`src/rtl/udp_sample_packetizer_if.sv`:
```
// Sample-stream input and UDP header/payload output bundle of udp_sample_packetizer.
// master = packetizer side, slave = sample source plus MAC side.
`timescale 1ns/1ps
interface udp_sample_packetizer_if;
  logic [7:0]  s_axis_tdata;
  logic        s_axis_tvalid;
  logic        s_axis_tready;
  logic        s_axis_tlast;

  logic        tx_udp_hdr_valid;
  logic        tx_udp_hdr_ready;
  logic [31:0] tx_udp_ip_dest_ip;
  logic [15:0] tx_udp_source_port;
  logic [15:0] tx_udp_dest_port;
  logic [15:0] tx_udp_length;

  logic [7:0]  tx_udp_payload_axis_tdata;
  logic        tx_udp_payload_axis_tvalid;
  logic        tx_udp_payload_axis_tready;
  logic        tx_udp_payload_axis_tlast;
  logic        tx_udp_payload_axis_tuser;

  modport master (
    input  s_axis_tdata, s_axis_tvalid, s_axis_tlast,
    output s_axis_tready,
    output tx_udp_hdr_valid, tx_udp_ip_dest_ip, tx_udp_source_port,
    output tx_udp_dest_port, tx_udp_length,
    input  tx_udp_hdr_ready,
    output tx_udp_payload_axis_tdata, tx_udp_payload_axis_tvalid,
    output tx_udp_payload_axis_tlast, tx_udp_payload_axis_tuser,
    input  tx_udp_payload_axis_tready
  );

  modport slave (
    output s_axis_tdata, s_axis_tvalid, s_axis_tlast,
    input  s_axis_tready,
    input  tx_udp_hdr_valid, tx_udp_ip_dest_ip, tx_udp_source_port,
    input  tx_udp_dest_port, tx_udp_length,
    output tx_udp_hdr_ready,
    input  tx_udp_payload_axis_tdata, tx_udp_payload_axis_tvalid,
    input  tx_udp_payload_axis_tlast, tx_udp_payload_axis_tuser,
    output tx_udp_payload_axis_tready
  );
endinterface

```
`src/rtl/udp_sample_packetizer.sv`:
```
// Frames an 8-bit sample stream into fixed-length, zero-padded UDP datagrams.
// Define PACKETIZER_SEQ_HDR_EN to prefix every datagram with a 16-bit big-endian sequence number.
`timescale 1ns/1ps
module udp_sample_packetizer #(
  parameter int unsigned PAYLOAD_LEN = 1024,
  parameter logic [15:0] SRC_PORT    = 16'd5000
) (
  input  logic                     clk,
  input  logic                     rst,
  input  logic                     cfg_enable,
  input  logic [31:0]              cfg_dest_ip,
  input  logic [15:0]              cfg_dest_port,
  udp_sample_packetizer_if.master  bus,
  output logic                     pkt_sent
);

  localparam int unsigned CNT_W = 11;
`ifdef PACKETIZER_SEQ_HDR_EN
  localparam int unsigned SEQ_BYTES = 2;
  typedef enum logic [2:0] {IDLE, HDR, SEQ_HI, SEQ_LO, DATA, PAD} state_e;
`else
  localparam int unsigned SEQ_BYTES = 0;
  typedef enum logic [2:0] {IDLE, HDR, DATA, PAD} state_e;
`endif
  localparam logic [CNT_W-1:0] LAST_IDX = CNT_W'(PAYLOAD_LEN - 1);
  localparam logic [15:0]      UDP_LEN  = 16'(8 + PAYLOAD_LEN + SEQ_BYTES);

  state_e           state_q, state_d;
  logic [CNT_W-1:0] cnt_q, cnt_d;
  logic [31:0]      dest_ip_q, dest_ip_d;
  logic [15:0]      dest_port_q, dest_port_d;
  logic             tvalid_c, tlast_c;
  logic [7:0]       tdata_c;
  logic             s_tready_c, hdr_valid_c;

  always_ff @(posedge clk or posedge rst) begin
    if (rst) begin
      state_q     <= IDLE;
      cnt_q       <= '0;
      dest_ip_q   <= '0;
      dest_port_q <= '0;
    end else begin
      state_q     <= state_d;
      cnt_q       <= cnt_d;
      dest_ip_q   <= dest_ip_d;
      dest_port_q <= dest_port_d;
    end
  end

`ifdef PACKETIZER_SEQ_HDR_EN
  logic [15:0] seq_q;

  // Sequence number advances once per completed datagram and wraps naturally.
  always_ff @(posedge clk or posedge rst) begin
    if (rst)           seq_q <= '0;
    else if (pkt_sent) seq_q <= seq_q + 16'd1;
  end
`endif

  always_comb begin
    state_d     = state_q;
    cnt_d       = cnt_q;
    dest_ip_d   = dest_ip_q;
    dest_port_d = dest_port_q;
    hdr_valid_c = 1'b0;
    tvalid_c    = 1'b0;
    tdata_c     = 8'h00;
    tlast_c     = 1'b0;
    s_tready_c  = 1'b0;
    unique case (state_q)
      IDLE: begin
        if (cfg_enable && bus.s_axis_tvalid) begin
          dest_ip_d   = cfg_dest_ip;
          dest_port_d = cfg_dest_port;
          cnt_d       = '0;
          state_d     = HDR;
        end
      end
      HDR: begin
        hdr_valid_c = 1'b1;
        if (bus.tx_udp_hdr_ready) begin
`ifdef PACKETIZER_SEQ_HDR_EN
          state_d = SEQ_HI;
`else
          state_d = DATA;
`endif
        end
      end
`ifdef PACKETIZER_SEQ_HDR_EN
      SEQ_HI: begin
        tvalid_c = 1'b1;
        tdata_c  = seq_q[15:8];
        if (bus.tx_udp_payload_axis_tready) state_d = SEQ_LO;
      end
      SEQ_LO: begin
        tvalid_c = 1'b1;
        tdata_c  = seq_q[7:0];
        if (bus.tx_udp_payload_axis_tready) state_d = DATA;
      end
`endif
      // Zero-latency pass-through; an early tlast switches to padding.
      DATA: begin
        tvalid_c   = bus.s_axis_tvalid;
        tdata_c    = bus.s_axis_tdata;
        s_tready_c = bus.tx_udp_payload_axis_tready;
        tlast_c    = (cnt_q == LAST_IDX);
        if (bus.s_axis_tvalid && bus.tx_udp_payload_axis_tready) begin
          if (cnt_q == LAST_IDX) begin
            cnt_d   = '0;
            state_d = IDLE;
          end else begin
            cnt_d = cnt_q + CNT_W'(1);
            if (bus.s_axis_tlast) state_d = PAD;
          end
        end
      end
      PAD: begin
        tvalid_c = 1'b1;
        tlast_c  = (cnt_q == LAST_IDX);
        if (bus.tx_udp_payload_axis_tready) begin
          if (cnt_q == LAST_IDX) begin
            cnt_d   = '0;
            state_d = IDLE;
          end else begin
            cnt_d = cnt_q + CNT_W'(1);
          end
        end
      end
      default: state_d = IDLE;
    endcase
  end

  assign bus.s_axis_tready              = s_tready_c;
  assign bus.tx_udp_hdr_valid           = hdr_valid_c;
  assign bus.tx_udp_ip_dest_ip          = dest_ip_q;
  assign bus.tx_udp_dest_port           = dest_port_q;
  assign bus.tx_udp_source_port         = SRC_PORT;
  assign bus.tx_udp_length              = UDP_LEN;
  assign bus.tx_udp_payload_axis_tdata  = tdata_c;
  assign bus.tx_udp_payload_axis_tvalid = tvalid_c;
  assign bus.tx_udp_payload_axis_tlast  = tlast_c;
  assign bus.tx_udp_payload_axis_tuser  = 1'b0;
  assign pkt_sent = tvalid_c && bus.tx_udp_payload_axis_tready && tlast_c;

endmodule
```
`src/flat_wrapper.sv`:
```
// flat-port wrapper written by rule: the top's interface ports become plain ports
module udp_sample_packetizer_flat 
#(
  parameter int unsigned PAYLOAD_LEN = 1024,
  parameter logic [15:0] SRC_PORT    = 16'd5000
)
  (clk, rst, cfg_enable, cfg_dest_ip, cfg_dest_port, pkt_sent, bus_s_axis_tdata, bus_s_axis_tvalid, bus_s_axis_tlast, bus_s_axis_tready, bus_tx_udp_hdr_valid, bus_tx_udp_ip_dest_ip, bus_tx_udp_source_port, bus_tx_udp_dest_port, bus_tx_udp_length, bus_tx_udp_hdr_ready, bus_tx_udp_payload_axis_tdata, bus_tx_udp_payload_axis_tvalid, bus_tx_udp_payload_axis_tlast, bus_tx_udp_payload_axis_tuser, bus_tx_udp_payload_axis_tready);
  udp_sample_packetizer_if bus_i ();
  input  logic clk;
  input  logic rst;
  input  logic cfg_enable;
  input  logic [31:0] cfg_dest_ip;
  input  logic [15:0] cfg_dest_port;
  output logic pkt_sent;
  input wire logic [$bits(bus_i.s_axis_tdata)-1:0] bus_s_axis_tdata;
  input wire logic [$bits(bus_i.s_axis_tvalid)-1:0] bus_s_axis_tvalid;
  input wire logic [$bits(bus_i.s_axis_tlast)-1:0] bus_s_axis_tlast;
  output wire logic [$bits(bus_i.s_axis_tready)-1:0] bus_s_axis_tready;
  output wire logic [$bits(bus_i.tx_udp_hdr_valid)-1:0] bus_tx_udp_hdr_valid;
  output wire logic [$bits(bus_i.tx_udp_ip_dest_ip)-1:0] bus_tx_udp_ip_dest_ip;
  output wire logic [$bits(bus_i.tx_udp_source_port)-1:0] bus_tx_udp_source_port;
  output wire logic [$bits(bus_i.tx_udp_dest_port)-1:0] bus_tx_udp_dest_port;
  output wire logic [$bits(bus_i.tx_udp_length)-1:0] bus_tx_udp_length;
  input wire logic [$bits(bus_i.tx_udp_hdr_ready)-1:0] bus_tx_udp_hdr_ready;
  output wire logic [$bits(bus_i.tx_udp_payload_axis_tdata)-1:0] bus_tx_udp_payload_axis_tdata;
  output wire logic [$bits(bus_i.tx_udp_payload_axis_tvalid)-1:0] bus_tx_udp_payload_axis_tvalid;
  output wire logic [$bits(bus_i.tx_udp_payload_axis_tlast)-1:0] bus_tx_udp_payload_axis_tlast;
  output wire logic [$bits(bus_i.tx_udp_payload_axis_tuser)-1:0] bus_tx_udp_payload_axis_tuser;
  input wire logic [$bits(bus_i.tx_udp_payload_axis_tready)-1:0] bus_tx_udp_payload_axis_tready;
  assign bus_i.s_axis_tdata = bus_s_axis_tdata;
  assign bus_i.s_axis_tvalid = bus_s_axis_tvalid;
  assign bus_i.s_axis_tlast = bus_s_axis_tlast;
  assign bus_s_axis_tready = bus_i.s_axis_tready;
  assign bus_tx_udp_hdr_valid = bus_i.tx_udp_hdr_valid;
  assign bus_tx_udp_ip_dest_ip = bus_i.tx_udp_ip_dest_ip;
  assign bus_tx_udp_source_port = bus_i.tx_udp_source_port;
  assign bus_tx_udp_dest_port = bus_i.tx_udp_dest_port;
  assign bus_tx_udp_length = bus_i.tx_udp_length;
  assign bus_i.tx_udp_hdr_ready = bus_tx_udp_hdr_ready;
  assign bus_tx_udp_payload_axis_tdata = bus_i.tx_udp_payload_axis_tdata;
  assign bus_tx_udp_payload_axis_tvalid = bus_i.tx_udp_payload_axis_tvalid;
  assign bus_tx_udp_payload_axis_tlast = bus_i.tx_udp_payload_axis_tlast;
  assign bus_tx_udp_payload_axis_tuser = bus_i.tx_udp_payload_axis_tuser;
  assign bus_i.tx_udp_payload_axis_tready = bus_tx_udp_payload_axis_tready;
  udp_sample_packetizer #(.PAYLOAD_LEN(PAYLOAD_LEN), .SRC_PORT(SRC_PORT)) u_core (.clk(clk), .rst(rst), .cfg_enable(cfg_enable), .cfg_dest_ip(cfg_dest_ip), .cfg_dest_port(cfg_dest_port), .bus(bus_i), .pkt_sent(pkt_sent));
endmodule
```
`config.mk`:
```
export PLATFORM = sky130hd
export DESIGN_NAME = udp_sample_packetizer_flat
export DESIGN_NICKNAME = d
export VERILOG_FILES = /design/src/rtl/udp_sample_packetizer_if.sv /design/src/rtl/udp_sample_packetizer.sv /design/src/flat_wrapper.sv
export SDC_FILE = /design/constraint.sdc
export NUM_CORES = 1
export LEC_CHECK = 0
export ABC_AREA = 1
export BUFFER_PORTS_ARGS = -buffer_cell sky130_fd_sc_hd__buf_2
export CORE_MARGIN = 4
export CORE_UTILIZATION = 49
export DETAILED_ROUTE_END_ITERATION = 8
export PLACE_DENSITY_LB_ADDON = 0.05
export REMOVE_ABC_BUFFERS = 1
export SLEW_MARGIN = 20
export SYNTH_ARGS = -nofsm -noshare
export SYNTH_HDL_FRONTEND = slang
export SYNTH_SLANG_ARGS = --single-unit
```
`constraint.sdc`:
```
create_clock -name clk -period 2.4 [get_ports clk]
set_input_delay 0.12 -clock clk [delete_from_list [all_inputs] [get_ports clk]]
set_output_delay 0.12 -clock clk [all_outputs]
set_load 0.05 [all_outputs]
```
## Word-level counts from Yosys, hierarchy flattened

Index checks and enable logic that the tools add are counted.

- Reductions and logical operators: 10
- Add/sub/neg operators: 1
- Equality and inequality tests: 10
- Mux-type cells: 18

Operator list:

| operator | count |
|---|---|
| 11-bit two-way mux | 4 |
| 11-bit one-hot mux with 3 select lines | 1 |
| 3-bit two-way mux | 7 |
| 3-bit one-hot mux with 4 select lines | 1 |
| 11-bit by 1-bit adder with 11-bit output (second input constant) | 1 |
| 11-bit by 10-bit equality test with 1-bit output (second input constant) | 1 |
| 8-bit two-way mux | 1 |
| 3-bit by 2-bit equality test with 1-bit output (second input constant) | 2 |
| 2-bit by 1-bit != test with 1-bit output (second input constant) | 3 |
| 6-bit AND reduction | 1 |
| 1-bit logical AND | 4 |
| 2-bit != test (second input constant) | 2 |
| 4-bit AND reduction | 1 |
| 3-bit by 1-bit equality test with 1-bit output (second input constant) | 1 |
| 3-bit logical NOT | 1 |
| 1-bit two-way mux | 3 |
| 3-bit by 2-bit != test with 1-bit output (second input constant) | 1 |
| 3-bit nonzero test | 1 |
| 1-bit one-hot mux with 2 select lines | 1 |
| 2-bit AND reduction | 1 |
| 2-bit OR reduction | 1 |

- Logic and storage cells: 43
- Register bits: 62
- Bits of input ports: 63
- Output and inout bits: 94

## Longest topological paths before layout

- Depth in word-level cells: 4
- Gate-level depth with buffers: 10
- Depth with buffers taken out: 9

## Worst setup path after synthesis

Ideal clock, no wire load.

- Path type: reg-to-output
- Start: reg u_core.state_q[1]
- End: out pkt_sent
- Cell stages (with the launch flop): 5
- Path slack: 0.516 ns
- Path buffers: 1
- Arrival: 1.764 ns
- Cell sequence: dfrtp_1 > buf_6 > o21a_1 > nand2_1 > nor2_1

- Word-level cells in the longest chain between the ends: 4
- Elaborated cells between the ends (all ways): 7

RTL lines:

| item | line | text |
|---|---|---|
| start, declared | udp_sample_packetizer.sv:28 | `state_e state_q, state_d;` |
| start signal, assigned | udp_sample_packetizer.sv:43 | `state_q <= state_d;` |
| 3-bit by 2-bit equality test with 1-bit output | udp_sample_packetizer.sv:70 | `unique case (state_q)` |
| 1-bit one-hot mux with 2 select lines * | udp_sample_packetizer.sv:70 |  |
| via bus_tx_udp_payload_axis_tvalid | flat_wrapper.sv:26 | `output wire logic [$bits(bus_i.tx_udp_payload_axis_tvalid)-1:0] bus_tx_udp_payload_axis_tvalid;` |
| 1-bit logical AND * (2 in a row) | udp_sample_packetizer.sv:143 | `assign pkt_sent = tvalid_c && bus.tx_udp_payload_axis_tready && tlast_c;` |
| end, declared | flat_wrapper.sv:14 | `output logic pkt_sent;` |

Mark *: on every way through the listed nets, which the timed path passes. The rest lies on a longest branch.

## Worst setup path in the final report

- Start: reg u_core.cnt_q[0]
- End: out bus_tx_udp_payload_axis_tlast

- Word-level cells in the longest chain between the ends: 2

RTL lines:

| item | line | text |
|---|---|---|
| start, declared | udp_sample_packetizer.sv:29 | `logic [CNT_W-1:0] cnt_q, cnt_d;` |
| start signal, assigned | udp_sample_packetizer.sv:44 | `cnt_q <= cnt_d;` |
| 11-bit by 10-bit equality test with 1-bit output | udp_sample_packetizer.sv:106, udp_sample_packetizer.sv:119 |  |
| 1-bit two-way mux | - |  |
| end, declared | flat_wrapper.sv:27 | `output wire logic [$bits(bus_i.tx_udp_payload_axis_tlast)-1:0] bus_tx_udp_payload_axis_tlast;` |

No other way between the ends.

==> run metrics <==
status finished clean; Slew @ Worst Pin 681.0 ps; Syn Area/Cell 10.52 um2; CTS max path bufs 2; DRT antenna net count 0; 1st-pass router iterations 4; Critical Path Start Type flip-flop; initial DRC count 79; Rel. slew slack 54.53%; Gate Count Post-Synth 289; Crit. Startpoint u_core.cnt_q[0]; Placement Cell Area 3582 um2; CTS root buffer clkbuf_8; hold violation count in the final report 0; die height 86.77 um; final setup violating endpoints 0; post-layout util 65.23%; Seq cells post-synth 61; initial antenna violation count 0; post-DP HPWL 4.710 mm; Worst R2R Start u_core.state_q[1]; # clock sinks 61; global-route wire length before repair 9.867 mm; Cell Pwr Density 1470 nW/um2; Hold/Removal Path Class in2reg; Main synth FF type dfrtp_1; critical path type reg2out; H-tree depth 3; Vias 2270; share of cells above drive strength 1 46.51%; Post-CTS Setup Bufs 0; routability cong. 0.7870; sequential element share of the synthesized area 50.21%; RSZ-0062 raised after global routing no; Congestion Overflow GR 0; mapped cell area 3040 um2; minimum clock period 2104 ps; Yosys cell types 24; Global Route Usage Sum 16.79%; period utilisation layout 87.65%; nets@finish 489; Setup TNS 0 ps; Worst-path clk slew 70 ps; die area 7529 um2; CTS tree done; WHS 14.78 ps; asr flop ratio synth 100.0%; Area growth, synth to finish 27.78%; HP Start cfg_dest_ip[20]; final antenna diode count 0; DRC violations left 0; number of synthesized flops with an enable pin 0; Fillers 491; finished layout cell area 3885 um2; Num CTS Buffers 9; placement row count 28; # port buffers 123; Final Skew 6.126 ps; Die Span X 86.77 um; largest net degree at the start of global routing 37; CP Capture Type output port; Max Cap Viol 0; fmax 475.4 MHz; max-slew violations 0; arrival time at the worst endpoint 1980 ps; Worst-Skew Late Latency 330 ps; drt wl/cell 12.39 um; Leak 2.242 nW; initial cell density of the core 51.05%; DRT Wirelength 6.256 mm; vias per cell 4.495; critical path fanouts, max 8; CP required 2280 ps; core area 5956 um2; io pins 157; number of global-route vias before repair 2129; peak supply drop 0.0009278 V; warnings from Yosys 0
## worst paths after layout
kind | end | slack, ps | cells past startpoint
setup / recovery | bus_tx_udp_payload_axis_tlast | 300 | 6
hold / removal | u_core.bus.tx_udp_ip_dest_ip[20] | 10 | 2
min in group asynchronous | u_core.bus.tx_udp_dest_port[11] | 440 | 3
max in group asynchronous | u_core.bus.tx_udp_ip_dest_ip[1] | 1280 | 4
setup reg to reg | u_core.bus.tx_udp_dest_port[6] | 570 | 4
hold reg to reg | u_core.bus.tx_udp_ip_dest_ip[5] | 500 | 1
## layout make-up
class	count	area, um2	area share, %
tap	75	93.84	2.415
clock buffer	9	123.9	3.188
timing repair buffer	135	740.7	19.07
sequential	61	1526	39.29
inverter	34	127.6	3.285
clock inverter	7	88.84	2.287
multi-input combinational	184	1184	30.47
## metrics by stage
stage | setup slack, ps | std cells | total power [mW]
3_3_place_gp | 593.7 | 480 | 4.710
5_1_grt | 154.4 | 505 | 6.044
2_1_floorplan | 345.8 | 279 | 4.084
6_report | 296.4 | 505 | 5.713
4_1_cts | 280.8 | 505 | 5.770
3_5_place_dp | 570.1 | 480 | 4.755
## worst max-delay path, cell delays in order (launching register included)
cell	delay (ps)
dfrtp_1	420
ha_1	200
inv_1	60
nor2_1	290
nand3_2	250
nor2_1	150
buf_2	280
## cells in the final DEF (no fill, tap or decap), types with 4 or more instances in the layout
cell type / synthesis / final
nand3_2: 4 / 4
nand2_1: 45 / 45
o21ai_0: 5 / 5
nand4_1: 4 / 4
dlygate4sd3_1: 0 / 9
nand3_1: 7 / 7
mux2_4: 9 / 9
clkbuf_8: 0 / 9
dfrtp_1: 61 / 61
nor2_1: 27 / 27
buf_2: 3 / 123
clkinv_2: 0 / 4
conb_1: 2 / 33
inv_1: 32 / 31
mux2_2: 39 / 39
## report_power, final
part           switching (mW)  internal, mW  leakage (nW)  total (mW)
logic                    2.19         0.817          1.34        3.00
clock network           0.408         0.581         0.113       0.989
registers               0.274          1.45         0.784        1.72
total                    2.87          2.84          2.24        5.71
## repair_timing
action,in CTS,in global routing
endpoints found under the hold margin,40,0
endpoints found under the setup margin,0,0
hold buffers,9,0
resized for setup,0,0
## routing by layer
| layer | vias to the layer above | track usage, % | wire length [um] | part of all wire (%) |
|---|---|---|---|---|
| met1 | 1020 | 21.46 | 2487 | 40 |
| met3 | 12 | 5.894 | 805 | 13 |
| met2 | 116 | 25.38 | 2836 | 45 |
| met5 | - | 0 | 0 | 0 |
| li1 | 1122 | - | - | - |
| met4 | 0 | 8.215 | 127 | 2.0 |
## logic make-up after synthesis
logic type / after synthesis / share of synthesized area (%)
and+or+nand+nor: 90 / 13.17
other: 2 / 0.2470
AOI/OAI and AO/OA: 12 / 2.387
adders and majority gates: 1 / 0.4115
muxes: 48 / 18.89
buffers and inverters: 75 / 14.69
DFF: 61 / 50.21
## Yosys cell counts (2+ instances only)
cell type | count | share of area (%)
dfrtp_1 | 61 | 50
nand2_1 | 45 | 5.6
mux2_2 | 39 | 14
buf_4 | 33 | 8.1
inv_1 | 32 | 4.0
nor2_1 | 27 | 3.3
mux2_4 | 9 | 4.4
nand3_1 | 7 | 1.2
buf_6 | 5 | 1.9
o21ai_0 | 5 | 0.82
nand3_2 | 4 | 1.3
nand4_1 | 4 | 0.82
buf_2 | 3 | 0.49
a21oi_1 | 2 | 0.33
conb_1 | 2 | 0.25
nor2_4 | 2 | 0.74
o21ai_2 | 2 | 0.58
## registers in the layout, indices dropped and copies added, names as in the netlist
signal                        cells
u_core.state_q                    2
u_core.bus.tx_udp_dest_port      16
u_core.bus.tx_udp_ip_dest_ip     32
u_core.cnt_q                     11
Note: power is estimated with default switching activity, not from simulation.
